[src/rtl/uut_name.sv]
// Two-channel debouncer: out_1 = both filtered levels high, out_2 = change pulse.
// Define UUT_NAME_INPUT_SYNC_EN to add a 2-flop synchronizer ahead of each channel.
module uut_name #(
    parameter int DB_CYCLES = 4
) (
    input  logic clk,
    input  logic rst,
    output logic out_1,
    output logic out_2,
    input  logic in_a,
    input  logic in_b
);

    localparam int CNT_W = $clog2(DB_CYCLES + 1);
    localparam logic [CNT_W-1:0] CNT_MAX = CNT_W'(DB_CYCLES - 1);

    logic [1:0]       w_raw;
    logic [1:0]       w_s;
    logic [1:0]       r_filt;
    logic [1:0]       w_filt_nxt;
    logic [1:0]       w_chg;
    logic [CNT_W-1:0] r_cnt [2];
    logic             r_out_1;
    logic             r_out_2;

    assign w_raw = {in_b, in_a};

`ifdef UUT_NAME_INPUT_SYNC_EN
    logic [1:0] r_sync0;
    logic [1:0] r_sync1;

    always_ff @(posedge clk) begin
        if (rst) begin
            r_sync0 <= '0;
            r_sync1 <= '0;
        end else begin
            r_sync0 <= w_raw;
            r_sync1 <= r_sync0;
        end
    end

    assign w_s = r_sync1;
`else
    assign w_s = w_raw;
`endif

    // A level is accepted only on the edge its counter is already saturated.
    always_comb begin
        w_chg      = '0;
        w_filt_nxt = r_filt;
        for (int i = 0; i < 2; i++) begin
            w_chg[i] = (w_s[i] != r_filt[i]) && (r_cnt[i] == CNT_MAX);
            if (w_chg[i]) begin
                w_filt_nxt[i] = w_s[i];
            end
        end
    end

    always_ff @(posedge clk) begin
        if (rst) begin
            r_filt <= '0;
            for (int i = 0; i < 2; i++) begin
                r_cnt[i] <= '0;
            end
        end else begin
            r_filt <= w_filt_nxt;
            for (int i = 0; i < 2; i++) begin
                if (w_s[i] == r_filt[i] || w_chg[i]) begin
                    r_cnt[i] <= '0;
                end else begin
                    r_cnt[i] <= r_cnt[i] + 1'b1;
                end
            end
        end
    end

    // Outputs are registered copies so downstream logic sees clean levels.
    always_ff @(posedge clk) begin
        if (rst) begin
            r_out_1 <= 1'b0;
            r_out_2 <= 1'b0;
        end else begin
            r_out_1 <= w_filt_nxt[0] & w_filt_nxt[1];
            r_out_2 <= |w_chg;
        end
    end

    assign out_1 = r_out_1;
    assign out_2 = r_out_2;

endmodule

[config.mk]
export PLATFORM = sky130hd
export DESIGN_NAME = uut_name
export DESIGN_NICKNAME = d
export VERILOG_FILES = /design/src/rtl/uut_name.sv
export SDC_FILE = /design/constraint.sdc
export NUM_CORES = 1
export LEC_CHECK = 0
export ABC_AREA = 1
export CORE_AREA = 2 2 39 41
export CTS_BUF_LIST = sky130_fd_sc_hd__clkbuf_4
export DETAILED_ROUTE_END_ITERATION = 16
export DIE_AREA = 0 0 41 43
export GPL_TIMING_DRIVEN = 0
export SYNTH_ARGS = -nofsm -noshare
export SYNTH_HDL_FRONTEND = slang
export SYNTH_SLANG_ARGS = --single-unit
[constraint.sdc]
create_clock -name clk -period 1.38 [get_ports clk]
set_clock_uncertainty 0.2 [all_clocks]
set_input_delay 0.138 -clock clk [delete_from_list [all_inputs] [get_ports clk]]
set_output_delay 0.138 -clock clk [all_outputs]
set_load 0.02 [all_outputs]
=== Word level (Yosys, flattened, before mapping) ===
Memory sizes are Yosys's and may differ from the RTL's.
Cells that the tools add are included.

* Add/subtract/negate cells: 2
* Multipliers: 0
* Div/mod/pow operators: 0
* Magnitude comparators: 0
* Eq/ne operators: 6
* Shifts and indexed selects: 0
* Mux-type cells: 20
* Bitwise operators: 5
* Reduce and logical (&&, ||, !) cells: 5

{| class="wikitable"
|+ Operators with widths
! operator !! number
|-
| $mux W1 || 16
|-
| $mux W3 || 4
|-
| $add A3 B1 Y3 const B || 2
|-
| $eq A3 B2 Y1 const B || 2
|-
| $or A1 B1 Y1 || 4
|-
| $eq A1 B1 Y1 || 2
|-
| $logic_and A1 B1 Y1 || 2
|-
| $logic_or A1 B1 Y1 || 2
|-
| $ne A1 B1 Y1 || 2
|-
| $reduce_or A2 Y1 || 1
|-
| $and A1 B1 Y1 || 1
|}

* Register bits: 4
* Latch bits: 0
* Memory bits (writable): 6
* Bits in read-only memories: 0
* Input bits: 4
* Output and inout port bits: 2
* Memories: 1

{| class="wikitable"
|+ Memory list
! memory !! words !! bits a word !! read ports !! clocked after memory_dff !! write ports !! RTL line !! source
|-
| r_cnt || 2 || 3 || 2 || 0 || 2 || 22 || <nowiki>logic [CNT_W-1:0] r_cnt [2];</nowiki>
|}

=== Depth between registers and ports, before layout ===
Gate-level depths: netlist (run 1).

* Depth in word-level cells: 8
* Depth in mapped cells: 5

=== Least setup slack after synthesis (run 1) ===
Ideal clock, no wire load.

* Kind: reg-to-reg
* From: memory r_cnt[1][0] (netlist name)
* To: memory r_cnt[1][0] (netlist name) (data pin)
* Library setup time: 0.139 ns
* Arrival: 1.045 ns
* Data required time: 1.041 ns
* Path slack: -0.004 ns
* Cell stages (with the launch flop): 6
* Path buffers: 0
* Clock period less this slack: 1.384 ns
* Path through: edfxtp_1 > ha_1 > ha_1 > nor2_1 > nand3_1 > nor2_1

{| class="wikitable"
|+ RTL lines
! element !! RTL line
|-
| start: declaration || 22
|}

==> results.yml, run 1 <==
placed_design:
  routabilityCongestion: 0.6327
  dp_hpwl_um: 500.1
  place.port_buffers: 5
power_and_ir_drop:
  p_switching_uw: 151.4
  power_frac_comb_pct: 13.2
  p_int_uw: 505.7
  power_frac_seq_pct: 51.9
  peakVddDrop_v: 0.0004382
  cellPowerDensity_nw_per_um2: 994.7
  p_sw_share_pct: 23.05
  clockPowerShare_pct: 34.8
  total_power_uw: 657.1
  p_leak_uw: 0.0002855
sta:
  finalMaxSlewViolations: 0
  clock.fmax_ghz: 0.7093
  finalCritPeriodShare_pct: 102.2
  worst_slack_ns: -0.02979
  holdWs_ns: 0.3629
  hold_viol: 0
  period_minus_slack_ns: 1.410
  setup_viol: 6
  rsz0062_at_grt: "yes"
drt:
  drc: 0
  detail_route.vias_per_cell: 4.457
  drtAntennaViolNets: 0
  drtIter0Drc: 3
  vias: 361
  firstDrtPassIters: 2
  routed_wl_um: 715
  wl_per_cell_um: 8.827
floorplan:
  fp-row-count: 14
  core-area_sq_um: 1384
  die_area_sq_um: 1763
  die_w_um: 41
  ios: 6
  die_y_um: 43
  start_util_pct: 33.09
clocking:
  cts_tree: "yes"
  clk_latency_ns: 0.26
  clkSinkCount: 10
  ctsLongestPathBuffers: 2
  cts-hold-fix-buffers: 0
  h-tree-depth: 1
  clkSlewWorstSetupHoldPaths_ns: 0.06
  cts-root-buf: "clkbuf_4"
  numCtsBuffers: 3
grt:
  grt_pass1_vias: 290
  grt_max_degree: 7
  grt_overflow: 0
  grt_use_total_pct: 10.12
  grt_antenna_before_repair: 0
  grt_pass1_wl_um: 1083
yosys:
  yosysSeqAreaShare_pct: 56.83
  synth.distinct_cells: 12
  synth.mux.area_fraction_pct: 0
  synth_fa_ha_area_share_pct: 10.93
  syn-instance-count: 49
  syn_area_sq_um: 457.9
  yosys.area_share.simple_pct: 21.86
  yosys_register_bits: 10
  synth_top_family_by_area: "simple AND/OR/NAND/NOR gates"
  synthXorXnorAreaFrac_pct: 0
  synth_top_area_share_pct: 39.34
  yosys.area.top_type: "edfxtp_1"
  synth-compound-area-share_pct: 2.186
  synth_area_leaders: "edfxtp_1, dfxtp_1, ha_1"
  avgSynthCellArea_sq_um: 9.346
  yosys_warnings: 0
setup_path:
  start_kind: "register"
  crit_chain: "ha_2, ha_4, nor2_4, nand3_2, nor2_1"
  critPathArrivalTime_ns: 1.34
  required_ns: 1.31
  crit_path_end_kind: "register"
  critical_path.top_delay_family: "flip-flops"
  path_max_fanout: 4
  slowest_delay_ns: 0.40
  r2r_slack_ns: -0.03
  path_class: "register to register"
  cp_slowest_cell: "edfxtp_1"
  worst-path-buf-inv: 0
status:
  outcome: "finished, violations left"
  violations: "negative setup slack"
min_path:
  hp-class: "register to register"
flow_run:
  maxCapViolCount: 0
finish:
  syn_to_final_growth_pct: 44.26
  drive_above_1_share_pct: 32.31
  fin_nets: 74
  diodes: 0
synthesized netlist by cell type:
master and instances:
inv_1 9, nor2_1 11, edfxtp_1 6, ha_1 4, nand2_2 1, dfxtp_1 4
nand2_1 6, o21ai_1 1, conb_1 1, nor3_2 1, a21oi_1 1, nand3_1 4
through the flow:
step	setup TNS, ns	instances	utilization [%]	setup slack, ns	instance area [sq um]
floorplan	0	54	-	0.02308	481.7
finish	-0.1011	81	47.74	-0.02979	660.6
global route	-0.5321	81	47.74	-0.1083	660.6
CTS	-0.3197	80	44.76	-0.06485	619.3
global placement	-0.4466	75	39.87	-0.08947	551.8
detailed placement	-0.4913	75	39.87	-0.1025	551.8
layer usage:
metal	vias to the layer above	share of wire (%)	global-route usage (%)
li1	181	-	-
met2	7	51	12.81
met4	0	1.1	10.00
met5	-	0	0
met3	2	5.5	6.283
met1	171	43	10.56
layout by cell type, fill, tap and decap left out, types with 2 or more instances in the layout:
master           instances
nor2_4                   2
clkdlybuf4s50_1          3
nand2_2                  3
ha_4                     2
nand2_1                  4
conb_1                   6
nand3_1                  2
dlygate4sd2_1            2
edfxtp_1                 6
inv_1                    9
nor2_1                   6
nor2_2                   3
ha_2                     2
dfxtp_1                  4
clkbuf_4                 4
nand3_2                  2
worst min-delay path: stages (launching register included):
cell and delay (ns):
dfxtp_1 0.34, nor2_4 0.13, nor2_2 0.05
sequential cells by signal (all words and copies together), names as in the netlist:
signal	count
out_1	1
out_2	1
r_filt	2
r_cnt	6
cells by family after synthesis:
logic type	after synthesis
AO/OA/AOI/OAI	2
adder cells (fa/ha/maj)	4
buffers and inverters	9
flip-flops	10
other	1
AND/OR/NAND/NOR	23
what timing repair did:
item	4_1_cts	5_1_grt
pin swaps	8	10
gates resized for setup	9	9
setup buffers	1	1
cloned	0	0
endpoints found under the setup margin	8	9
path summary, 6_finish.rpt:
kind | from | to | cells past startpoint
max | r_cnt[1][0] | r_cnt[1][2] | 5
min | r_filt[0] | r_filt[0] | 2
max reg2reg | r_cnt[1][0] | r_cnt[1][2] | 5
min reg2reg | r_filt[0] | r_filt[0] | 2
power groups by stage:
stage          registers [uW]  clock network (uW)  logic (uW)
5_1_grt                   342                 262         102
6_report                  341                 229        86.9
4_1_cts                   341                 242        73.0
2_1_floorplan             347                   0        41.2
3_5_place_dp              347                   0        63.3
3_3_place_gp              347                   0        62.1
cell type report:
type,instances,area [sq um]
multi-input cells,35,250.2
inverters,9,33.78
flip-flops and latches,10,260.3
well taps,16,20.02
repair buffers,7,66.31
fillers,143,723.2
clock buffers,4,30.03
No activity file was read; power rests on OpenSTA's default activity.
==> run 2: changes to the inputs <==
HOLD_SLACK_MARGIN = 0.05   (was default)
==> results of run 2 <==
Same layout as run 1: the final DEF is identical, and so are final timing and power.
==> run 3: changes to the inputs <==
TNS_END_PERCENT = 100   (was default)
==> results of run 3 <==
Same layout as run 1: the final DEF is identical, and so are final timing and power.
